[config.mk]
export PLATFORM = sky130hd
export DESIGN_NAME = id_ex_alu_ctrl_flat
export DESIGN_NICKNAME = d
export VERILOG_FILES = /design/src/rtl/alu_pkg.sv /design/src/rtl/id_ex_alu_ctrl_if.sv /design/src/rtl/imm_gen.sv /design/src/rtl/id_ex_alu_ctrl.sv /design/src/flat_wrapper.sv
export SDC_FILE = /design/constraint.sdc
export NUM_CORES = 1
export LEC_CHECK = 0
export ABC_AREA = 1
export CORE_AREA = 2 2 128 93
export CTS_BUF_LIST = sky130_fd_sc_hd__clkbuf_8
export DETAILED_ROUTE_END_ITERATION = 7
export DIE_AREA = 0 0 130 95
export PLACE_DENSITY = 0.83
export SETUP_SLACK_MARGIN = 0.2
export SLEW_MARGIN = 5
export SYNTH_ARGS = -nofsm -noshare
export SYNTH_HDL_FRONTEND = slang
export SYNTH_SLANG_ARGS = --single-unit
[constraint.sdc]
create_clock -name clk -period 4.65 [get_ports clk]
set_input_delay 1.395 -clock clk [delete_from_list [all_inputs] [get_ports clk]]
set_output_delay 1.395 -clock clk [all_outputs]
set_load 0.05 [all_outputs]
[src/rtl/alu_pkg.sv]
// Shared ALU definitions: operation encodings, base opcodes and funct7 values.
// Used by the ID/EX control stage and by the ALU itself.
package alu_pkg;

    typedef enum logic [3:0] {
        AluAnd     = 4'b0000,
        AluOr      = 4'b0001,
        AluAdd     = 4'b0010,
        AluSub     = 4'b0110,
        AluSll     = 4'b0111,
        AluSrl     = 4'b1000,
        AluSra     = 4'b1001,
        AluXor     = 4'b1010,
        AluIllegal = 4'b1111
    } alu_op_e;

    localparam logic [6:0] OpcodeOp    = 7'b0110011;
    localparam logic [6:0] OpcodeOpImm = 7'b0010011;
    localparam logic [6:0] OpcodeLoad  = 7'b0000011;
    localparam logic [6:0] OpcodeStore = 7'b0100011;

    localparam logic [6:0] Funct7Base = 7'b0000000;
    localparam logic [6:0] Funct7Alt  = 7'b0100000;

endpackage

[src/rtl/id_ex_alu_ctrl_if.sv]
// Decode-to-execute bus of the ID/EX ALU control stage.
//   in_valid/in_ready   : decode-side handshake, with instr, rs1_data, rs2_data
//   flush               : kill the held entry (branch redirect)
//   out_valid/out_ready : execute-side handshake, with alu_op, operand1/2, rd,
//                         reg_write, illegal
//   illegal_cnt         : saturating count of accepted illegal instructions
// master = decode/execute environment, slave = the stage itself.
interface id_ex_alu_ctrl_if #(
    parameter int unsigned XLEN = 32
);
    logic            in_valid;
    logic            in_ready;
    logic [31:0]     instr;
    logic [XLEN-1:0] rs1_data;
    logic [XLEN-1:0] rs2_data;
    logic            flush;
    logic            out_ready;
    logic            out_valid;
    logic [3:0]      alu_op;
    logic [XLEN-1:0] operand1;
    logic [XLEN-1:0] operand2;
    logic [4:0]      rd;
    logic            reg_write;
    logic            illegal;
    logic [15:0]     illegal_cnt;

    modport master (
        output in_valid, instr, rs1_data, rs2_data, flush, out_ready,
        input  in_ready, out_valid, alu_op, operand1, operand2, rd, reg_write, illegal,
               illegal_cnt
    );

    modport slave (
        input  in_valid, instr, rs1_data, rs2_data, flush, out_ready,
        output in_ready, out_valid, alu_op, operand1, operand2, rd, reg_write, illegal,
               illegal_cnt
    );
endinterface

[src/rtl/imm_gen.sv]
// Immediate generator: sign-extended I and S immediates and zero-extended shamt.
//   i_instr   : instruction word
//   o_imm_i   : sign-extended instr[31:20]
//   o_imm_s   : sign-extended {instr[31:25], instr[11:7]}
//   o_shamt   : zero-extended instr[24:20]
module imm_gen #(
    parameter int unsigned XLEN = 32
) (
    input  logic [31:0]     i_instr,
    output logic [XLEN-1:0] o_imm_i,
    output logic [XLEN-1:0] o_imm_s,
    output logic [XLEN-1:0] o_shamt
);
    logic w_unused_instr;

    assign o_imm_i = {{(XLEN - 12){i_instr[31]}}, i_instr[31:20]};
    assign o_imm_s = {{(XLEN - 12){i_instr[31]}}, i_instr[31:25], i_instr[11:7]};
    assign o_shamt = {{(XLEN - 5){1'b0}}, i_instr[24:20]};

    // rs1/funct3/opcode fields carry no immediate bits
    assign w_unused_instr = ^{i_instr[19:12], i_instr[6:0]};
endmodule

[src/rtl/id_ex_alu_ctrl.sv]
// ID/EX ALU control stage: decodes R/I/load/store instructions into an ALU
// operation and operands, held in a single-entry valid/ready pipeline register.
//   clk, rst : clock, asynchronous active-high reset
//   bus      : slave side of id_ex_alu_ctrl_if (decode in, execute out)
module id_ex_alu_ctrl
    import alu_pkg::*;
#(
    parameter int unsigned XLEN = 32
) (
    input logic             clk,
    input logic             rst,
    id_ex_alu_ctrl_if.slave bus
);
    logic [6:0]      w_opcode;
    logic [2:0]      w_funct3;
    logic [6:0]      w_funct7;
    logic [XLEN-1:0] w_imm_i;
    logic [XLEN-1:0] w_imm_s;
    logic [XLEN-1:0] w_shamt;

    alu_op_e         w_alu_op;
    logic [XLEN-1:0] w_op1;
    logic [XLEN-1:0] w_op2;
    logic [4:0]      w_rd;
    logic            w_wr;
    logic            w_legal;
    logic            w_in_ready;
    logic            w_accept;

    alu_op_e         r_alu_op;
    logic [XLEN-1:0] r_op1;
    logic [XLEN-1:0] r_op2;
    logic [4:0]      r_rd;
    logic            r_reg_write;
    logic            r_illegal;
    logic            r_valid;
    logic [15:0]     r_cnt;

    assign w_opcode = bus.instr[6:0];
    assign w_funct3 = bus.instr[14:12];
    assign w_funct7 = bus.instr[31:25];

    imm_gen #(
        .XLEN(XLEN)
    ) u_imm_gen (
        .i_instr(bus.instr),
        .o_imm_i(w_imm_i),
        .o_imm_s(w_imm_s),
        .o_shamt(w_shamt)
    );

    always_comb begin
        w_alu_op = AluIllegal;
        w_op2    = '0;
        w_wr     = 1'b0;
        w_legal  = 1'b0;
        case (w_opcode)
            OpcodeOp: begin
                w_op2   = bus.rs2_data;
                w_wr    = 1'b1;
                w_legal = 1'b1;
                case ({w_funct7, w_funct3})
                    {Funct7Base, 3'b000}: w_alu_op = AluAdd;
                    {Funct7Alt,  3'b000}: w_alu_op = AluSub;
                    {Funct7Base, 3'b001}: w_alu_op = AluSll;
                    {Funct7Base, 3'b100}: w_alu_op = AluXor;
                    {Funct7Base, 3'b101}: w_alu_op = AluSrl;
                    {Funct7Alt,  3'b101}: w_alu_op = AluSra;
                    {Funct7Base, 3'b110}: w_alu_op = AluOr;
                    {Funct7Base, 3'b111}: w_alu_op = AluAnd;
                    default:              w_legal  = 1'b0;
                endcase
            end
            OpcodeOpImm: begin
                w_op2   = w_imm_i;
                w_wr    = 1'b1;
                w_legal = 1'b1;
                case (w_funct3)
                    3'b000: w_alu_op = AluAdd;
                    3'b100: w_alu_op = AluXor;
                    3'b110: w_alu_op = AluOr;
                    3'b111: w_alu_op = AluAnd;
                    3'b001: begin
                        w_op2    = w_shamt;
                        w_alu_op = AluSll;
                        w_legal  = (w_funct7 == Funct7Base);
                    end
                    3'b101: begin
                        w_op2    = w_shamt;
                        w_alu_op = (w_funct7 == Funct7Alt) ? AluSra : AluSrl;
                        w_legal  = (w_funct7 == Funct7Base) || (w_funct7 == Funct7Alt);
                    end
                    default: w_legal = 1'b0;
                endcase
            end
            OpcodeLoad: begin
                w_alu_op = AluAdd;
                w_op2    = w_imm_i;
                w_wr     = 1'b1;
                w_legal  = 1'b1;
            end
            OpcodeStore: begin
                w_alu_op = AluAdd;
                w_op2    = w_imm_s;
                w_legal  = 1'b1;
            end
            default: w_legal = 1'b0;
        endcase
        // An illegal word carries no operation or operands downstream
        if (!w_legal) begin
            w_alu_op = AluIllegal;
            w_op2    = '0;
            w_wr     = 1'b0;
        end
    end

    assign w_op1 = w_legal ? bus.rs1_data : '0;
    assign w_rd  = w_legal ? bus.instr[11:7] : 5'd0;

    assign w_in_ready = !r_valid || bus.out_ready;
    // Flush drops an instruction offered in the same cycle
    assign w_accept   = bus.in_valid && w_in_ready && !bus.flush;

    always_ff @(posedge clk or posedge rst) begin
        if (rst) begin
            r_valid     <= 1'b0;
            r_alu_op    <= AluAnd;
            r_op1       <= '0;
            r_op2       <= '0;
            r_rd        <= 5'd0;
            r_reg_write <= 1'b0;
            r_illegal   <= 1'b0;
            r_cnt       <= 16'd0;
        end else if (bus.flush) begin
            r_valid <= 1'b0;
        end else if (w_accept) begin
            r_valid     <= 1'b1;
            r_alu_op    <= w_alu_op;
            r_op1       <= w_op1;
            r_op2       <= w_op2;
            r_rd        <= w_rd;
            r_reg_write <= w_wr && (w_rd != 5'd0);
            r_illegal   <= !w_legal;
            if (!w_legal && (r_cnt != 16'hFFFF)) begin
                r_cnt <= r_cnt + 16'd1;
            end
        end else if (bus.out_ready) begin
            r_valid <= 1'b0;
        end
    end

    assign bus.in_ready    = w_in_ready;
    assign bus.out_valid   = r_valid;
    assign bus.alu_op      = r_alu_op;
    assign bus.operand1    = r_op1;
    assign bus.operand2    = r_op2;
    assign bus.rd          = r_rd;
    assign bus.reg_write   = r_reg_write;
    assign bus.illegal     = r_illegal;
    assign bus.illegal_cnt = r_cnt;
endmodule
[src/flat_wrapper.sv]
// flat-port wrapper written by rule: the top's interface ports become plain ports
module id_ex_alu_ctrl_flat import alu_pkg::*;
#(
    parameter int unsigned XLEN = 32
)
  (clk, rst, bus_in_valid, bus_instr, bus_rs1_data, bus_rs2_data, bus_flush, bus_out_ready, bus_in_ready, bus_out_valid, bus_alu_op, bus_operand1, bus_operand2, bus_rd, bus_reg_write, bus_illegal, bus_illegal_cnt);
  id_ex_alu_ctrl_if #(.XLEN(XLEN)) bus_i ();
  input logic clk;
  input logic rst;
  input wire logic [$bits(bus_i.in_valid)-1:0] bus_in_valid;
  input wire logic [$bits(bus_i.instr)-1:0] bus_instr;
  input wire logic [$bits(bus_i.rs1_data)-1:0] bus_rs1_data;
  input wire logic [$bits(bus_i.rs2_data)-1:0] bus_rs2_data;
  input wire logic [$bits(bus_i.flush)-1:0] bus_flush;
  input wire logic [$bits(bus_i.out_ready)-1:0] bus_out_ready;
  output wire logic [$bits(bus_i.in_ready)-1:0] bus_in_ready;
  output wire logic [$bits(bus_i.out_valid)-1:0] bus_out_valid;
  output wire logic [$bits(bus_i.alu_op)-1:0] bus_alu_op;
  output wire logic [$bits(bus_i.operand1)-1:0] bus_operand1;
  output wire logic [$bits(bus_i.operand2)-1:0] bus_operand2;
  output wire logic [$bits(bus_i.rd)-1:0] bus_rd;
  output wire logic [$bits(bus_i.reg_write)-1:0] bus_reg_write;
  output wire logic [$bits(bus_i.illegal)-1:0] bus_illegal;
  output wire logic [$bits(bus_i.illegal_cnt)-1:0] bus_illegal_cnt;
  assign bus_i.in_valid = bus_in_valid;
  assign bus_i.instr = bus_instr;
  assign bus_i.rs1_data = bus_rs1_data;
  assign bus_i.rs2_data = bus_rs2_data;
  assign bus_i.flush = bus_flush;
  assign bus_i.out_ready = bus_out_ready;
  assign bus_in_ready = bus_i.in_ready;
  assign bus_out_valid = bus_i.out_valid;
  assign bus_alu_op = bus_i.alu_op;
  assign bus_operand1 = bus_i.operand1;
  assign bus_operand2 = bus_i.operand2;
  assign bus_rd = bus_i.rd;
  assign bus_reg_write = bus_i.reg_write;
  assign bus_illegal = bus_i.illegal;
  assign bus_illegal_cnt = bus_i.illegal_cnt;
  id_ex_alu_ctrl #(.XLEN(XLEN)) u_core (.clk(clk), .rst(rst), .bus(bus_i));
endmodule
# Word-level counts from Yosys, hierarchy flattened
# Index checks and enable logic that the tools add are counted.
word_totals:
  reg_bits: 92
  in_bits: 101
  out_inout_bits: 93
  word_cells: 67
op_classes:
  n_addsub: 1
  n_eq_ne: 18
  mux: 18
  bitwise: 1
  reduce_logical: 21
ops:
  columns: ["operator", "count"]
  rows:
  - ["case mux 32 bit (4 select lines)", 1]
  - ["2-to-1 mux 32 bit", 3]
  - ["equality test 10 x 3 -> 1 bit (second input constant)", 4]
  - ["case mux 4 bit (8 select lines)", 1]
  - ["case mux 4 bit (6 select lines)", 1]
  - ["equality test 7 x 6 -> 1 bit (second input constant)", 3]
  - ["equality test 10 x 9 -> 1 bit (second input constant)", 2]
  - ["adder 16 x 1 -> 16 bit (second input constant)", 1]
  - ["!= test 16 bit (second input constant)", 1]
  - ["equality test 3 bit (second input constant)", 4]
  - ["case mux 4 bit (3 select lines)", 1]
  - ["equality test 10 x 1 -> 1 bit (second input constant)", 1]
  - ["zero test 10 bit", 1]
  - ["OR reduction 8 bit", 1]
  - ["equality test 7 x 2 -> 1 bit (second input constant)", 1]
  - ["equality test 7 x 5 -> 1 bit (second input constant)", 1]
  - ["zero test 7 bit", 1]
  - ["2-to-1 mux 1 bit", 7]
  - ["case mux 1 bit (3 select lines)", 2]
  - ["2-to-1 mux 5 bit", 1]
  - ["nonzero test 5 bit", 1]
  - ["logical AND 1 bit", 4]
  - ["2-to-1 mux 4 bit", 1]
  - ["OR reduction 2 bit", 2]
  - ["10 further kinds", 13]

# Depth between registers and ports, before layout
# Gate-level depths: netlist (run 1).
logic_depth:
  depth_word: 7
  mapped_depth: 14
  mapped_depth_nobuf: 13

# By module
# A second synthesis (run 1) with hierarchy kept.
unflattened:
  hier_cells: 774
  hier_area_um2: 5758.0
by_module_without_submodules:
  columns: ["mod", "instances", "cells_each", "area_per_inst_um2", "seq_area_each_um2"]
  rows:
  - ["id_ex_alu_ctrl", 1, 677, 5033.6, 2302.2]
  - ["imm_gen", 1, 97, 724.4, 0.0]

# Worst setup path before layout (run 1)
# Ideal clock, no wire load.
synth_timing:
  path_kind: "input-to-output"
  start: "input bus_out_ready"
  end: "output bus_in_ready"
  arrival_time_ns: 1.852
  slack_ns: 1.403
  path_stages: 2
  path_cell_list: "nor2_1 > inv_1"
synth_between:
  elab_chain_len: 1
synth_lines:
  columns: ["item", "line", "text"]
  rows:
  - ["from (decl)", "flat_wrapper.sv:15", "input wire logic [$bits(bus_i.out_ready)-1:0] bus_out_ready;"]
  - ["logical OR 1 bit", "id_ex_alu_ctrl.sv:120", "assign w_in_ready = !r_valid || bus.out_ready;"]
  - ["to (decl)", "flat_wrapper.sv:16", "output wire logic [$bits(bus_i.in_ready)-1:0] bus_in_ready;"]
# Every way passes these cells.

# Worst setup path in the final report (run 1)
# Same ends and word-level chain as after synthesis.

==> reports/metrics.yaml, run 1 <==
clock_network:
  numCtsBuffers: 9
  cts_buffer_depth: 2
  post_cts_buffers: 0
  clk-insertion-delay-late_ps: 370
  ctsResizeCount: 0
  clock_sinks: 92
  path_clk_slew_ps: 90
  postCtsHoldBufs: 0
  root_buffer: "clkbuf_8"
  h-tree-depth: 3
  tritoncts: "yes"
floorplan:
  num_rows: 33
  die_area_mm2: 0.0124
  die_y_um: 95
  die_w_um: 130
  start_util_pct: 44.2
  ios: 194
  core_mm2: 0.0113
routing:
  detail_route.iter0.violations: 258
  num_vias: 4743
  dr.pass1.iters: 6
  wl_um: 14100
  post-route-drc-count: 0
  routed_via_density: 4.97
  wl_per_cell_um: 14.8
  ant_nets: 0
min_path:
  hold_path_end: "u_core.bus.operand2[26]"
  worstHoldStart: "u_core.bus.operand2[26]"
  hold_path_depth: 2
  worstHoldPathType: "reg -> reg"
setup_path:
  cp_max_fo: 2
  cp_slowest_cell: "clkdlybuf4s50_1"
  crit_family: "buffers and inverters"
  crit_path_end_kind: "output port"
  critical_path_buf_inv_count: 3
  start_kind: "input port"
  slowest_delay_ps: 710
  cp.required_ps: 3250
  cpMostUsedCell: "clkdlybuf4s50_1"
  ff2ff_path_depth: 7
  cp_cell_sequence: "clkdlybuf4s50_1, nor2_1, inv_1, clkdlybuf4s50_1"
  crit_type: "in -> out"
  r2r-start: "u_core.bus.out_valid"
  reg2reg_slack_ps: 2490
  crit_arrival_ps: 2830
  r2r-end: "u_core.bus.alu_op[1]"
global_routing:
  antenna_found_initial: 0
  grt_pass1_vias: 4600
  grt_max_degree: 93
  grtUsageTotal_pct: 23.0
  grt_overflow: 0
  grt_pass1_wl_um: 22500
timing:
  slew_headroom_pct: 36.6
  worstMarginPinSlew_ps: 950
  whs_ps: 485
  finClkSkew_ps: 10.1
  rsz0062_at_grt: "false"
  setup_viol: 0
  layout_min_cycle_time_ps: 4220
  fin_crit_sh_pct: 90.8
  drv_slew: 0
  max_freq_ghz: 0.237
  hold_viol: 0
  finalSetupTns_ps: 0
status:
  outcome: "completed"
cells_and_area:
  fillers: 975
  antenna_cells: 0
  drive_gt1_share_pct: 9.54
  syn2layout_area_growth_pct: 42.1
  stdcell_area_mm2: 0.00709
  layout.nets: 894
logic_synthesis:
  ys_types: 41
  syn_nets: 722
  syn_inst: 620
  ys.flop_type: "dfrtp_1"
  synth_edf_count: 0
  async_reset_ff_share_pct: 100
  yosysWarningCount: 0
  syn-cell-area_mm2: 0.00499
  ys_seq_area_share_pct: 46.2
  synth.ff_latch_count: 92
  synth.avg_cell_area_um2: 8.04
power_and_ir_drop:
  leakagePower_nw: 3.25
  powerDensity_mw_per_mm2: 252
  p_total_mw: 1.79
  ir_worst_vdd_mv: 0.174
placement:
  place_area_mm2: 0.00690
  dp_hpwl_um: 9920
  gp_congestion: 0.875
  port-buffer-count: 188
job:
  maxCapViolations: 0
final cells by class:
cell class / instances / area, um^2 / area share [%]
well taps: 157 / 196 / 2.77
repair buffers: 193 / 1930 / 27.3
inverters: 47 / 179 / 2.52
multi-input cells: 449 / 2290 / 32.4
flip-flops and latches: 92 / 2300 / 32.5
clock buffers: 10 / 138 / 1.94
clock inverters: 6 / 47.5 / 0.671
per-layer routing:
metal | vias up | part of all wire [%] | global-route usage [%]
met4 | 0 | 1.3 | 5.02
met5 | - | 0 | 0
met3 | 23 | 8.8 | 7.31
met1 | 2206 | 44 | 30.8
li1 | 2316 | - | -
met2 | 198 | 46 | 36.7
registers in the layout, summed over array words and instances, names as in the netlist:
register / count
u_core.bus.alu_op: 4
u_core.bus.illegal: 1
u_core.bus.illegal_cnt: 16
u_core.bus.operand1: 32
u_core.bus.operand2: 32
u_core.bus.out_valid: 1
u_core.bus.rd: 5
u_core.bus.reg_write: 1
layout by cell type, fill, tap and decap left out, types with 4 or more instances in the layout:
| master | n |
|---|---|
| dfrtp_1 | 92 |
| nor3_1 | 7 |
| o21ai_1 | 17 |
| a22o_1 | 5 |
| nand3_2 | 30 |
| xnor2_1 | 8 |
| buf_4 | 4 |
| nand4_1 | 5 |
| nand3_1 | 51 |
| nor2_2 | 5 |
| o21ai_0 | 8 |
| nor2_1 | 28 |
| xor2_1 | 7 |
| nand2_1 | 243 |
| inv_1 | 42 |
| a21oi_1 | 5 |
| a31oi_1 | 6 |
| clkdlybuf4s50_1 | 188 |
| inv_2 | 4 |
| clkbuf_8 | 10 |
where the power goes:
part / switching, mW / internal, mW / total (mW)
Clock: 0.303 / 0.213 / 0.516
Sequential: 0.0311 / 0.827 / 0.858
Combinational: 0.252 / 0.163 / 0.415
Total: 0.586 / 1.20 / 1.79
Yosys cell counts (4+ instances only):
master    number  area, um^2
nand2_1      243         912
dfrtp_1       92        2300
nand3_1       51         255
inv_1         43         161
nand3_2       30         300
nor2_1        28         105
o21ai_1       17        85.1
buf_2         14        70.1
clkbuf_1       9        33.8
o21ai_0        8        40.0
xnor2_1        8        70.1
nor3_1         7        35.0
xor2_1         7        61.3
a31oi_1        6        37.5
a21oi_1        5        25.0
a22o_1         5        43.8
nand4_1        5        31.3
nor2_2         5        31.3
buf_12         4        80.1
inv_2          4        15.0
worst max path at each step:
stage,slack (ps),startpoint,endpoint,cells after the start
floorplan,860,rst,u_core.bus.alu_op[0],1
global placement,450,bus_out_ready,bus_in_ready,4
detailed placement,430,bus_out_ready,bus_in_ready,4
CTS,420,bus_out_ready,bus_in_ready,4
global route,390,bus_out_ready,bus_in_ready,4
finish,430,bus_out_ready,bus_in_ready,4
worst register-to-register path, delay by kind of cell, from the launching register on:
family,cells,cell delay [ps]
buffers and inverters,2,850
AND/OR/NAND/NOR,3,530
flip-flops,1,390
AO/OA/AOI/OAI,2,250
kinds of logic after synthesis:
group | share of synthesized area, %
buf+inv | 7.98
flops | 46.2
simple gates | 37.5
fa+ha+maj | 0.251
compound gates | 5.47
xor+xnor | 2.63
metrics by stage:
stage / setup WS, ps / std cells / util (%)
2_1_floorplan: 863 / 620 / -
3_3_place_gp: 447 / 938 / 61.2
3_5_place_dp: 427 / 938 / 61.2
4_1_cts: 423 / 954 / 62.9
5_1_grt: 389 / 954 / 62.9
6_report: 430 / 954 / 62.9
No activity file was read; power rests on OpenSTA's default activity.
==> run 2, diff against run 1 <==
CORE_AREA = 2 2 134 97   (was 2 2 128 93)
DIE_AREA = 0 0 136 99   (was 0 0 130 95)
PLACE_DENSITY = 0.84   (was 0.83)
SYNTH_HIERARCHICAL = 1   (was not set)
==> run 2 against run 1 <==
  * First-iteration DRC count up 38%
  * Design area is 3.8% higher
  * Global-route usage is 0.44 points higher
  * Count of clock-buffer cells in the layout fell by 1
  * Critical path depth is the same
  * Non-clock buffer count increased by 9
  * Via count up 11%
  * Fmax decreased by 0.35%
  * Setup slack worse by 15 ps
  * Die area rose by 9.0%
  * Clock power rose by 21%
  * Routed wire length is 9.0% higher
  * Critical endpoint unchanged
==> reports/metrics.yaml, run 2 <==
clock_network:
  postCtsHoldBufs: 0
  post_cts_buffers: 0
  tritoncts: "yes"
  numCtsBuffers: 9
  clock_sinks: 92
  cts_buffer_depth: 2
  ctsResizeCount: 0
  path_clk_slew_ps: 100
  root_buffer: "clkbuf_8"
  h-tree-depth: 3
  clk-insertion-delay-late_ps: 360
timing:
  max_freq_ghz: 0.236
  rsz0062_at_grt: "false"
  setup_viol: 0
  hold_viol: 0
  layout_min_cycle_time_ps: 4240
  fin_crit_sh_pct: 91.1
  worstMarginPinSlew_ps: 785
  setup_slack_ps: 415
  finalSetupTns_ps: 0
  slew_headroom_pct: 47.7
  finClkSkew_ps: 8.78
  drv_slew: 0
global_routing:
  grt_max_degree: 71
  grt_pass1_vias: 4946
  antenna_found_initial: 0
  grt_pass1_wl_um: 25300
  grtUsageTotal_pct: 23.4
  grt_overflow: 0
placement:
  gp_congestion: 0.862
  dp_hpwl_um: 10900
  place_ws_ps: 415
  port-buffer-count: 188
cells_and_area:
  layout.nets: 980
  final_cell_mix: "nand2_1 (234), clkdlybuf4s50_1 (187), dfrtp_1 (92)"
  drive_gt1_share_pct: 6.46
  antenna_cells: 0
  final_common_cell: "nand2_1"
  syn2layout_area_growth_pct: 27.7
logic_synthesis:
  syn_inst: 774
  ys_top_cells_by_area: "dfrtp_1 (40%), nand2_1 (15%), buf_4 (13%), nand3_1 (7.3%), nand4_1 (3.7%)"
  async_reset_ff_share_pct: 100
  synth_edf_count: 0
  synth_most_common_cell: "nand2_1"
  synth.mux.area_fraction_pct: 0
  synth.avg_cell_area_um2: 7.44
  synthSimpleGateAreaFrac_pct: 31.2
  ys_seq_area_share_pct: 40.0
  yosysTopAreaCell: "dfrtp_1"
  synth.ff_latch_count: 92
  synth_top_family_by_area: "simple AND/OR/NAND/NOR gates"
  syn-cell-area_mm2: 0.00576
  yosysWarningCount: 6
  synthXorXnorAreaFrac_pct: 1.98
  synth_common_cells: "nand2_1 (234), buf_4 (97), dfrtp_1 (92)"
  synth_top_area_share_pct: 40.0
  synth_fa_ha_area_share_pct: 0.217
  ys_types: 39
  synth-compound-area-share_pct: 8.34
  ys.flop_type: "dfrtp_1"
setup_path:
  cp_slowest_cell: "clkdlybuf4s50_1"
  cp_cell_sequence: "clkdlybuf4s50_1, nor2_1, inv_1, clkdlybuf4s50_1"
  cp_max_fo: 2
  crit_arrival_ps: 2840
  cpMostUsedCell: "clkdlybuf4s50_1"
  reg2reg_slack_ps: 2440
  crit_type: "in -> out"
  slowest_delay_ps: 710
  start_kind: "input port"
  crit_path_end_kind: "output port"
  cp.required_ps: 3250
job:
  maxCapViolations: 0
power_and_ir_drop:
  power_frac_clock_pct: 31.0
  ir_worst_vdd_mv: 0.343
  power_frac_comb_pct: 24.8
  powerDensity_mw_per_mm2: 274
  p_switching_uw: 676
  intPower_mw: 1.34
  power_frac_seq_pct: 44.2
  p_sw_share_pct: 33.6
  leakagePower_nw: 3.28
routing:
  ant_nets: 0
  num_vias: 5242
  dr.pass1.iters: 5
  post-route-drc-count: 0
  wl_per_cell_um: 14.7
  detail_route.iter0.violations: 357
  wl_um: 15400
  routed_via_density: 5.02
floorplan:
  die_w_um: 136
  core_mm2: 0.0122
  die_area_mm2: 0.0135
  die_y_um: 99
  ios: 194
  num_rows: 34
  start_util_pct: 47.3
status:
  outcome: "completed"
min_path:
  worstHoldPathType: "reg -> reg"
run 2: cell types whose count changed in the layout (fill, tap and decap cells not counted), sizes merged, moves of 7 or more:
cell,previous run,this run
conb,0,27
nand4,7,34
buf,5,15
o21ai,26,47
a21oi,7,35
inv,48,37
nand2,246,239
run 2: cell families after synthesis:
logic type                 after synthesis
and+or+nand+nor                        408
DFF                                     92
AOI/OAI and AO/OA                       90
xor gates and xnor gates                13
buffers and inverters                  169
other                                    1
adders and majority gates                1
run 2: layer usage:
metal	GRT usage (%)	routed length, um	vias to the layer above
met1	33.4	7100	2403
met5	0	0	-
met2	36.1	6830	211
met4	4.25	102	0
li1	-	-	2617
met3	6.48	1350	11
run 2: area by class of cell:
| type | count | area, um^2 |
|---|---|---|
| clock buffers | 9 | 124 |
| clock inverters | 7 | 108 |
| fillers | 1090 | 4810 |
| inverters | 34 | 133 |
| multi-input cells | 539 | 2500 |
| flip-flops and latches | 92 | 2300 |
| well taps | 162 | 203 |
| repair buffers | 202 | 1980 |
run 2: critical path, delay by kind of cell:
family,cells,cell delay (ps)
simple gates,1,240
buf+inv,3,1210
run 2: stage by stage:
stage | instance area (um^2) | util, % | total power [mW] | std cells | hold slack [ps]
2_1_floorplan | 5860 | - | 1.23 | 800 | 760
3_3_place_gp | 7120 | 58.6 | 1.39 | 1029 | 462
3_5_place_dp | 7120 | 58.6 | 1.40 | 1029 | 465
4_1_cts | 7360 | 60.5 | 2.04 | 1045 | 492
5_1_grt | 7360 | 60.5 | 2.11 | 1045 | 514
6_report | 7360 | 60.5 | 2.01 | 1045 | 487
run 2: power by group through the flow:
stage	Combinational [mW]	Clock [mW]	Sequential [mW]
floorplan	0.197	0	1.04
global placement	0.489	0	0.902
detailed placement	0.499	0	0.903
CTS	0.501	0.646	0.889
global route	0.540	0.678	0.896
finish	0.500	0.624	0.890
run 2: worst paths after layout:
check	depth (start not counted)	startpoint	end
max	4	bus_out_ready	bus_in_ready
max reg2reg	9	u_core/bus.illegal_cnt[0]	u_core/bus.illegal_cnt[3]
min reg2reg	2	u_core/bus.operand1[23]	u_core/bus.operand1[23]
min	2	u_core/bus.operand1[23]	u_core/bus.operand1[23]
min in group asynchronous	2	rst	u_core/bus.illegal_cnt[15]
max in group asynchronous	3	rst	u_core/bus.operand2[17]
